===== src/rtl/mux_n_sel_pkg.sv =====
// Shared types and constants for the N-channel registered mux with blanking.
package mux_n_sel_pkg;

   typedef enum logic {
      ST_HOLD  = 1'b0,
      ST_BLANK = 1'b1
   } state_t;

   localparam logic MODE_MANUAL = 1'b0;
   localparam logic MODE_SCAN   = 1'b1;

endpackage


===== src/rtl/mux_n_sel_if.sv =====
// Channel-select bus: parallel sources and control in, selected sample out.
interface mux_n_sel_if #(
   parameter int WIDTH = 8,
   parameter int CH    = 4,
   parameter int SEL_W = $clog2(CH)
);
   logic [CH-1:0][WIDTH-1:0] din;
   logic                     mode;
   logic [SEL_W-1:0]         sel_in;
   logic                     sel_load;
   logic                     sel_busy;
   logic                     sel_err;
   logic [WIDTH-1:0]         dout;
   logic [SEL_W-1:0]         dout_ch;
   logic                     dout_vld;

   modport master (
      output din, mode, sel_in, sel_load,
      input  sel_busy, sel_err, dout, dout_ch, dout_vld
   );

   modport slave (
      input  din, mode, sel_in, sel_load,
      output sel_busy, sel_err, dout, dout_ch, dout_vld
   );
endinterface


===== src/rtl/mux_n_dwell_cnt.sv =====
// DWELL-modulo counter; tc flags the last cycle of a dwell period.
module mux_n_dwell_cnt #(
   parameter int DWELL = 16,
   parameter int CW    = $clog2(DWELL)
) (
   input  logic clk,
   input  logic rst,
   input  logic clr,
   input  logic en,
   output logic tc
);
   logic [CW-1:0] cnt;

   assign tc = (cnt == CW'(DWELL - 1));

   always_ff @(posedge clk or posedge rst) begin
      if (rst)       cnt <= '0;
      else if (clr)  cnt <= '0;
      else if (en)   cnt <= tc ? '0 : cnt + CW'(1);
   end
endmodule


===== src/rtl/mux_n_sel.sv =====
// CH-channel registered mux with manual select and auto-scan; every channel
// switch inserts one dout_vld-low cycle so no sample mixes two channels.
module mux_n_sel
   import mux_n_sel_pkg::*;
#(
   parameter int WIDTH = 8,
   parameter int CH    = 4,
   parameter int SEL_W = $clog2(CH),
   parameter int DWELL = 16
) (
   input logic        clk,
   input logic        rst,
   mux_n_sel_if.slave bus
);
   state_t           state, state_nxt;
   logic [SEL_W-1:0] ch, ch_nxt;
   logic             cnt_clr, cnt_en, cnt_tc;
   logic             sel_bad, err_nxt;

   // Widen by one bit so the range test stays meaningful when CH is a power of two.
   assign sel_bad = ({1'b0, bus.sel_in} >= (SEL_W+1)'(CH));

   mux_n_dwell_cnt #(.DWELL(DWELL)) u_dwell (
      .clk (clk),
      .rst (rst),
      .clr (cnt_clr),
      .en  (cnt_en),
      .tc  (cnt_tc)
   );

   always_ff @(posedge clk or posedge rst) begin
      if (rst) begin
         state <= ST_BLANK;
         ch    <= '0;
      end else begin
         state <= state_nxt;
         ch    <= ch_nxt;
      end
   end

   always_comb begin
      state_nxt = state;
      ch_nxt    = ch;
      case (state)
         ST_BLANK: state_nxt = ST_HOLD;
         ST_HOLD: begin
            if (bus.mode == MODE_SCAN) begin
               if (cnt_tc) begin
                  ch_nxt    = (ch == SEL_W'(CH - 1)) ? '0 : ch + SEL_W'(1);
                  state_nxt = ST_BLANK;
               end
            end else if (bus.sel_load && !sel_bad && bus.sel_in != ch) begin
               ch_nxt    = bus.sel_in;
               state_nxt = ST_BLANK;
            end
         end
         default: state_nxt = ST_BLANK;
      endcase
   end

   // Manual mode pins the counter at zero so a later scan starts a fresh dwell.
   always_comb begin
      bus.sel_busy = (state == ST_BLANK);
      cnt_clr      = (state == ST_BLANK) || (bus.mode == MODE_MANUAL);
      cnt_en       = (state == ST_HOLD) && (bus.mode == MODE_SCAN);
      err_nxt      = (bus.mode == MODE_MANUAL) && bus.sel_load
                     && ((state == ST_BLANK) || sel_bad);
   end

   always_ff @(posedge clk or posedge rst) begin
      if (rst) begin
         bus.dout     <= '0;
         bus.dout_ch  <= '0;
         bus.dout_vld <= 1'b0;
         bus.sel_err  <= 1'b0;
      end else begin
         bus.sel_err <= err_nxt;
         if (state == ST_HOLD) begin
            bus.dout     <= bus.din[ch];
            bus.dout_ch  <= ch;
            bus.dout_vld <= 1'b1;
         end else begin
            bus.dout_vld <= 1'b0;
         end
      end
   end
endmodule


===== src/flat_wrapper.sv =====
// flat-port wrapper written by rule: the top's interface ports become plain ports
module mux_n_sel_flat import mux_n_sel_pkg::*;
#(
   parameter int WIDTH = 8,
   parameter int CH    = 4,
   parameter int SEL_W = $clog2(CH),
   parameter int DWELL = 16
)
  (clk, rst, bus_din, bus_mode, bus_sel_in, bus_sel_load, bus_sel_busy, bus_sel_err, bus_dout, bus_dout_ch, bus_dout_vld);
  mux_n_sel_if #(.WIDTH(WIDTH), .CH(CH), .SEL_W(SEL_W)) bus_i ();
  input logic clk;
  input logic rst;
  input wire logic [$bits(bus_i.din)-1:0] bus_din;
  input wire logic [$bits(bus_i.mode)-1:0] bus_mode;
  input wire logic [$bits(bus_i.sel_in)-1:0] bus_sel_in;
  input wire logic [$bits(bus_i.sel_load)-1:0] bus_sel_load;
  output wire logic [$bits(bus_i.sel_busy)-1:0] bus_sel_busy;
  output wire logic [$bits(bus_i.sel_err)-1:0] bus_sel_err;
  output wire logic [$bits(bus_i.dout)-1:0] bus_dout;
  output wire logic [$bits(bus_i.dout_ch)-1:0] bus_dout_ch;
  output wire logic [$bits(bus_i.dout_vld)-1:0] bus_dout_vld;
  assign bus_i.din = bus_din;
  assign bus_i.mode = bus_mode;
  assign bus_i.sel_in = bus_sel_in;
  assign bus_i.sel_load = bus_sel_load;
  assign bus_sel_busy = bus_i.sel_busy;
  assign bus_sel_err = bus_i.sel_err;
  assign bus_dout = bus_i.dout;
  assign bus_dout_ch = bus_i.dout_ch;
  assign bus_dout_vld = bus_i.dout_vld;
  mux_n_sel #(.WIDTH(WIDTH), .CH(CH), .SEL_W(SEL_W), .DWELL(DWELL)) u_core (.clk(clk), .rst(rst), .bus(bus_i));
endmodule

===== config.mk =====
export PLATFORM = sky130hd
export DESIGN_NAME = mux_n_sel_flat
export DESIGN_NICKNAME = d
export VERILOG_FILES = /design/src/rtl/mux_n_sel_pkg.sv /design/src/rtl/mux_n_sel_if.sv /design/src/rtl/mux_n_dwell_cnt.sv /design/src/rtl/mux_n_sel.sv /design/src/flat_wrapper.sv
export SDC_FILE = /design/constraint.sdc
export NUM_CORES = 1
export LEC_CHECK = 0
export CAP_MARGIN = 20
export CORE_MARGIN = 4
export CORE_UTILIZATION = 39
export DETAILED_ROUTE_END_ITERATION = 6
export PLACE_DENSITY = 0.85
export SLEW_MARGIN = 20
export SYNTH_ARGS = -nofsm -noshare
export SYNTH_HDL_FRONTEND = slang
export SYNTH_SLANG_ARGS = --single-unit
export TNS_END_PERCENT = 20

===== constraint.sdc =====
create_clock -name clk -period 1.6 [get_ports clk]
set_input_delay 0.32 -clock clk [delete_from_list [all_inputs] [get_ports clk]]
set_output_delay 0.32 -clock clk [all_outputs]
set_load 0.02 [all_outputs]

==> summary.md, run 1 <==
| Metric | Value |
|---|---|
| Clock Path Buffers | 2 |
| DR pass1 iterations | 4 |
| # rows | 18 |
| DRC viols | 0 |
| I/O pin total | 51 |
| #FFs+latches synth | 19 |
| Finished Cell Area | about 1600 um^2 |
| Initial Util | between 40% and 50% |
| Syn Nets | 123 |
| Lkg Pwr | 0.7620 nW |
| Final min period | approximately 1500 ps |
| Post-Layout Cell Count | 170 |
| Mean Syn Cell Area | between 10 and 15 um^2 |
| Endpoints failing hold | 0 |
| Die H | ~59 um |
| Data arrival, critical path | between 1000 and 1500 ps |
| Setup WS pre-CTS | -218.1 ps |
| H-Tree Depth | 1 |
| Critical Path End Type | output pin |
| Post-CTS setup buffers | 0 |
| Slew Limit Fails | 0 |
| Period utilization | 96.15% |
| Remaining antenna violation count | 0 |
| ANT cells | 0 |
| GRT overflow | 0 |
| Port bufs | 50 |
| Number of synthesized flops with an enable pin | 0 |
| Crit path max-delay family | buffers and inverters |
| Gate Count Post-Synth | 83 |
| DR vias/cell | roughly 4.9 |
| Max-cap violations | 0 |
| Crit path from | u_core.bus.dout_vld$_DFF_PP0_ |
| Routability cong. | between 0.8 and 0.9 |
| Status | completed |
| Ys flop type | dfrtp_1 |
| Synth top area cells | dfrtp_1 45%, mux4_2 16%, nand2_1 9.4% |
| Die Area | between 3000 and 4000 um^2 |
| Synth warn | 0 |
| GRT Total Usage | around 15% |
| Total power | 2.274 mW |
| Total negative slack | 0 ps |
| Critical path required time | between 1000 and 1500 ps |
| CTS buffer count | 3 |
| Final Util | around 66% |
| Slew HR | 78.65% |
| Slew @ Worst Pin | between 300 and 400 ps |
| Count leader, synth | nand2_1 |
| Max Freq | around 650 MHz |
| CTS Root Cell | clkbuf_4 |
| Critical Path Slowest Stage Cell | clkdlybuf4s50_1 |
| Yosys cell types | 25 |
| Max FO, Critical Path | 1 |
| Sequential share of the synthesized area | ~48% |
| Largest net degree at the start of global routing | 13 |
| Synth top cells by count | 25 x nand2_1, 18 x dfrtp_1, 7 x mux4_2, 3 x inv_1, 3 x nor3b_1 |
| Post-DP HPWL | approximately 2.1 mm |
| Initial antenna violation count | 0 |
| Worst Hold Margin | 261.8 ps |
| DRT iter0 DRCs | 11 |
| # setup viols final | 0 |
| Kind of critical path | reg -> out |
| Largest stage delay on the critical path | about 600 ps |
| # nets final | about 180 |
| Reg2reg start | u_core.bus.sel_busy$_DFF_PP1_ |
| DP Cell Count | between 150 and 200 |
| CP bufs+invs | 1 |
| Num Clock Sinks | 19 |
| Placed cell areas | about 1600 um^2 |
| Post-Route WL | about 2.5 mm |
| Global-route wire length before repair | around 3.9 mm |
| Layout cell share with drive strength beyond 1 | 17.86% |
| CTS tree | built |
| Worst vdd ir | about 1200 uV |
| Clock-pin slew on the worst setup and hold paths | between 100 and 150 ps |
| Worst skew pair latency | approximately 290 ps |
| Syn-to-layout area delta | 61.53% |
| Synthesized cell area | 998.5 um^2 |
| Final Worst Setup Slack | about 60 ps |
| Die X | 58.60 um |
| RSZ-0062 raised after global routing | no |
| Yosys top cell area share | a little under half |
| Final Skew | between 3 and 4 ps |
| Via count | approximately 840 |
| Synth area leader | dfrtp_1 |
| Routed wire per std cell | approximately 15 um |
| Power Density | 1410 nW/um^2 |
| Core area | between 2000 and 2500 um^2 |
| FFs w/ async S/R, synth | 100.0% |
| Startpoint type of the worst setup path | register |
| Critical path cell sequence | clkdlybuf4s50_1 |
| HP Class | in -> async |
| Vias in the first global route | slightly below 900 |
==> final timing paths <==
| check | end | slack [ps] | cells after the start |
|---|---|---|---|
| min reg2reg | u_core.bus.dout[4]$_DFFE_PP0N_ | 480 | 2 |
| max in group asynchronous | u_core.bus.dout_ch[1]$_DFFE_PP0N_ | 880 | 3 |
| min in group clk | u_core.bus.dout[4]$_DFFE_PP0N_ | 480 | 2 |
| max reg2reg | u_core.ch[1]$_DFFE_PP0P_ | 90 | 5 |
| min | u_core.u_dwell.cnt[1]$_DFF_PP0_ | 260 | 2 |
| max | bus_dout_vld | 60 | 1 |
==> layout by cell type (no fill, tap or decap) <==
| master | n |
|---|---|
| clkdlybuf4s50_1 | 39 |
| nand2_1 | 25 |
| dfrtp_1 | 18 |
| mux4_2 | 7 |
| dlymetal6s2s_1 | 6 |
| buf_4 | 6 |
| dlygate4sd2_1 | 5 |
| inv_1 | 3 |
| nor3b_1 | 3 |
| clkbuf_4 | 3 |
| mux2_1 | 2 |
| xor2_1 | 2 |
| mux2_2 | 2 |
| a21oi_1 | 2 |
| mux2_4 | 2 |
| ha_1 | 2 |
| nand3_1 | 1 |
| o21ai_1 | 1 |
| o21ai_2 | 1 |
| xnor2_1 | 1 |
| nor2_1 | 1 |
| and3_1 | 1 |
| o21ai_0 | 1 |
| nand4b_1 | 1 |
| nor2_2 | 1 |
| mux4_1 | 1 |
| clkinv_2 | 1 |
| buf_12 | 1 |
| dfstp_2 | 1 |
==> cell families after synthesis <==
logic type      count (synthesis)  share of synthesized area [%]
simple gates                   33                          14.66
xor+xnor                        3                          2.632
fa+ha+maj                       2                          2.506
flops                          19                          47.74
compound gates                  5                          2.881
buf+inv                         7                          3.634
mux                            14                          25.94
==> layer usage <==
metal | global-route usage, % | routed length (um) | vias up
met5 | 0 | 0 | -
met4 | 4.531 | 14 | 0
met3 | 3.947 | 166 | 2
met2 | 27.75 | 1359 | 32
met1 | 18.07 | 939 | 401
li1 | - | - | 406
==> state kept, by name, indices dropped and copies added (netlist names) <==
signal / count
u_core.bus.dout_vld: 1
u_core.bus.sel_busy: 1
u_core.bus.dout_ch: 2
u_core.bus.dout: 8
u_core.ch: 2
u_core.bus.sel_err: 1
u_core.u_dwell.cnt: 4
==> final cells by class <==
class	count	area [um^2]
Sequential cell	19	476.7
Tap cell	30	37.54
Inverter	3	11.26
Clock buffer	3	22.52
Multi-Input combinational cell	57	485.5
Fill cell	187	842.1
Clock inverter	1	5.005
Timing Repair Buffer	57	574.3
==> report_power, final <==
part | total (mW) | internal (mW) | switching (mW)
combinational | 1.26 | 0.686 | 0.576
sequential | 0.775 | 0.661 | 0.114
clock | 0.237 | 0.0929 | 0.144
total | 2.27 | 1.44 | 0.834
==> timing repair <==
| item | 4_1_cts | 5_1_grt |
|---|---|---|
| gates cloned | 0 | 0 |
| resized for setup | 5 | 6 |
| endpoints found under the setup margin | 5 | 6 |
| hold buffers | 0 | 0 |
No activity file was read; power rests on OpenSTA's default activity.
==> run 2, diff against run 1 <==
--- a/config.mk
+++ b/config.mk
@@ -7,11 +7,12 @@
 export LEC_CHECK = 0
 export CAP_MARGIN = 20
 export CORE_MARGIN = 4
-export CORE_UTILIZATION = 39
+export CORE_UTILIZATION = 40
 export DETAILED_ROUTE_END_ITERATION = 6
 export PLACE_DENSITY = 0.85
 export SLEW_MARGIN = 20
 export SYNTH_ARGS = -nofsm -noshare
 export SYNTH_HDL_FRONTEND = slang
+export SYNTH_HIERARCHICAL = 1
 export SYNTH_SLANG_ARGS = --single-unit
 export TNS_END_PERCENT = 20
==> summary.md, run 2 <==
| Metric | Value |
|---|---|
| Status | completed |
| Period utilization | 96.01% |
| Synth warn | 6 |
| Critical path cell sequence | dlygate4sd2_1 |
| Adder-cell share of the synthesized area | 2.323% |
| Die Area | ~3600 um^2 |
| DRC viols | 0 |
| DRT iter0 DRCs | 23 |
| Worst skew pair latency | ~300 ps |
| Largest stage delay on the critical path | slightly below 600 ps |
| Data arrival, critical path | around 1200 ps |
| Port bufs | 50 |
| Power Density | 1319 nW/um^2 |
| CTS Root Cell | clkbuf_4 |
| Crit path max-delay family | flip-flops |
| Mean Syn Cell Area | about 11 um^2 |
| Clock-pin slew on the worst setup and hold paths | ~110 ps |
| Mux contribution to synthesized area | around a fifth |
| Vias in the first global route | about 1,100 |
| Final Util | 71.38% |
| Post-DP HPWL | 2.582 mm |
| Core area | 2522 um^2 |
| Endpoints failing hold | 0 |
| Syn Nets | 140 |
| Max-cap violations | 0 |
| # setup viols final | 0 |
| Layout cell share with drive strength beyond 1 | between 20% and 30% |
| Reg with most FFs | u_core/bus.dout |
| Synth Area in Simple Gates | a little over a fifth |
| Routed wire per std cell | 16.66 um |
| Largest family of logic cells by synthesized area | simple AND/OR/NAND/NOR gates |
| Synth top cells by count | 30 x nand2_1, 18 x dfrtp_1, 8 x mux4_2, 5 x inv_1 |
| Count leader, synth | nand2_1 |
| Syn-to-layout area delta | 67.13% |
| DR vias/cell | 5.318 |
| Final min period | approximately 1500 ps |
| Startpoint type of the worst setup path | register |
| Commonest non-fill, non-tap cell in the layout | clkdlybuf4s50_1 |
| Lkg Pwr | roughly 0.91 nW |
| Yosys top cell area share | roughly two fifths |
| Max reg flops | 8 |
| Worst vdd ir | around 870 uV |
| Clock Path Buffers | 2 |
| Synth Area in Compound Gates | under 10% |
| Max FO, Critical Path | 3 |
| Top Registers | u_core/bus.dout x8, u_core/u_dwell/cnt x4 |
| Max Freq | between 600 and 700 MHz |
| Largest net degree at the start of global routing | 12 |
| Filler Cell Count | about 180 |
| Die H | roughly 60 um |
| Post-Route WL | ~3.3 mm |
| Die X | between 50 and 60 um |
| Num Clock Sinks | 19 |
| Synth top area cells | dfrtp_1 42%, mux4_2 17%, nand2_1 10% |
| Routability cong. | about 1 |
| Synth area leader | dfrtp_1 |
| Synthesized cell area | approximately 1100 um^2 |
| H-Tree Depth | 1 |
| GRT overflow | 0 |
| Post-Layout Cell Count | 198 |
| Via count | between 1,000 and 1,500 |
| # nets final | 209 |
| Sequential share of the synthesized area | 44.25% |
| Initial Util | between 40% and 50% |
| DP Cell Count | roughly 190 |
| Critical Path Slowest Stage Cell | dfstp_2 |
| CTS tree | built |
| # rows | 18 |
| CP bufs+invs | 1 |
| CTS buffer count | 3 |
| Hold_buf cts | 0 |
| I/O pin total | 51 |
| Slew Limit Fails | 0 |
| Final Skew | 4.231 ps |
| #FFs+latches synth | 19 |
| Ys flop type | dfrtp_1 |
| Gate Count Post-Synth | 100 |
| ANT cells | 0 |
| Number of synthesized flops with an enable pin | 0 |
| Yosys cell types | 32 |
| Remaining antenna violation count | 0 |
| DR pass1 iterations | 4 |
| Critical path required time | roughly 1300 ps |
| Initial antenna violation count | 0 |
| Global-route wire length before repair | around 5.1 mm |
| GRT Total Usage | about a fifth |
| Critical Path End Type | output pin |
| Slew @ Worst Pin | 284.3 ps |
| FFs w/ async S/R, synth | 100.0% |
| HP Class | in -> async |
| XOR/XNOR Fraction of Synth Area | under 10% |
| Slew HR | 81.05% |
| Kind of critical path | reg -> out |
| Total power | approximately 2.4 mW |
| RSZ-0062 raised after global routing | no |
| Most frequent cells in the layout | 37 x clkdlybuf4s50_1, 30 x nand2_1, 18 x dfrtp_1 |
run 2: cell types whose count changed in the layout (fill, tap and decap cells not counted), sizes merged, moves of 2 or more:
cell	before	now
buf	7	18
mux2	6	1
or3b	0	3
clkdlybuf4s50	39	37
nor3b	3	1
dlygate4sd2	5	3
nand2	25	30
dlymetal6s2s	6	10
inv	3	5
run 2: logic make-up after synthesis:
| logic type | Yosys count |
|---|---|
| adders and majority gates | 2 |
| buffers and inverters | 9 |
| AOI/OAI and AO/OA | 10 |
| DFF | 19 |
| muxes | 10 |
| xor gates and xnor gates | 4 |
| and+or+nand+nor | 46 |
run 2: final timing paths:
kind	slack (ps)	start	cells past startpoint	to
worst min register to register	470	u_core/bus.dout[0]$_DFFE_PP0N_	2	u_core/bus.dout[0]$_DFFE_PP0N_
worst max-delay path	60	u_core/bus.sel_busy$_DFF_PP1_	1	bus_sel_busy
max in group asynchronous	1040	rst	3	u_core/bus.sel_busy$_DFF_PP1_
min in group clk	470	u_core/bus.dout[0]$_DFFE_PP0N_	2	u_core/bus.dout[0]$_DFFE_PP0N_
worst max register to register	90	u_core/u_dwell/cnt[1]$_DFFE_PP0P_	5	u_core/ch[0]$_DFFE_PP0P_
worst min-delay path	230	rst	2	u_core/u_dwell/cnt[1]$_DFFE_PP0P_
run 2: area by class of cell:
class	count	area, um^2	area share (%)
Inverter	5	18.77	1.042
Sequential cell	19	476.7	26.48
Timing Repair Buffer	68	660.6	36.69
Multi-Input combinational cell	72	579.3	32.18
Tap cell	30	37.54	2.085
Clock buffer	3	22.52	1.251
Clock inverter	1	5.005	0.2780
run 2: metal layers:
| layer | vias up | GRT usage, % | part of all wire [%] | wire length, um |
|---|---|---|---|---|
| li1 | 490 | - | - | - |
| met1 | 514 | 21.38 | 38 | 1244 |
| met4 | 0 | 2.215 | 0 | 0 |
| met5 | - | 0 | 0 | 0 |
| met3 | 0 | 4.104 | 6.6 | 218 |
| met2 | 49 | 36.73 | 56 | 1835 |
run 2: repair_timing:
item                                    4_1_cts  5_1_grt
gates cloned                                  0        0
endpoints found under the setup margin        4       13
setup buffers                                 0        3
resized for setup                             4       13
run 2: metrics by stage:
stage          worst slack, ps  TNS, ps  hold WS [ps]  area, um^2
3_5_place_dp            -119.9   -154.7         455.0        1708
2_1_floorplan            123.2        0         86.08        1079
5_1_grt                  4.352        0         232.0        1800
4_1_cts                  3.300        0         225.6        1734
3_3_place_gp            -56.62   -56.62         452.7        1708
6_report                 63.86        0         230.4        1800
run 2: worst reg2reg max path, delay by kind of cell (launching register included):
kind | cells | cell delay, ps
DFF | 1 | 430
AOI/OAI and AO/OA | 1 | 150
and+or+nand+nor | 3 | 670
adders and majority gates | 1 | 200
run 2: power by group:
part,switching [mW],internal [mW],total [mW],leakage [nW]
logic,0.633,0.717,1.35,0.661
clock network,0.150,0.0931,0.243,0.0177
registers,0.126,0.656,0.782,0.229
total,0.909,1.47,2.37,0.908
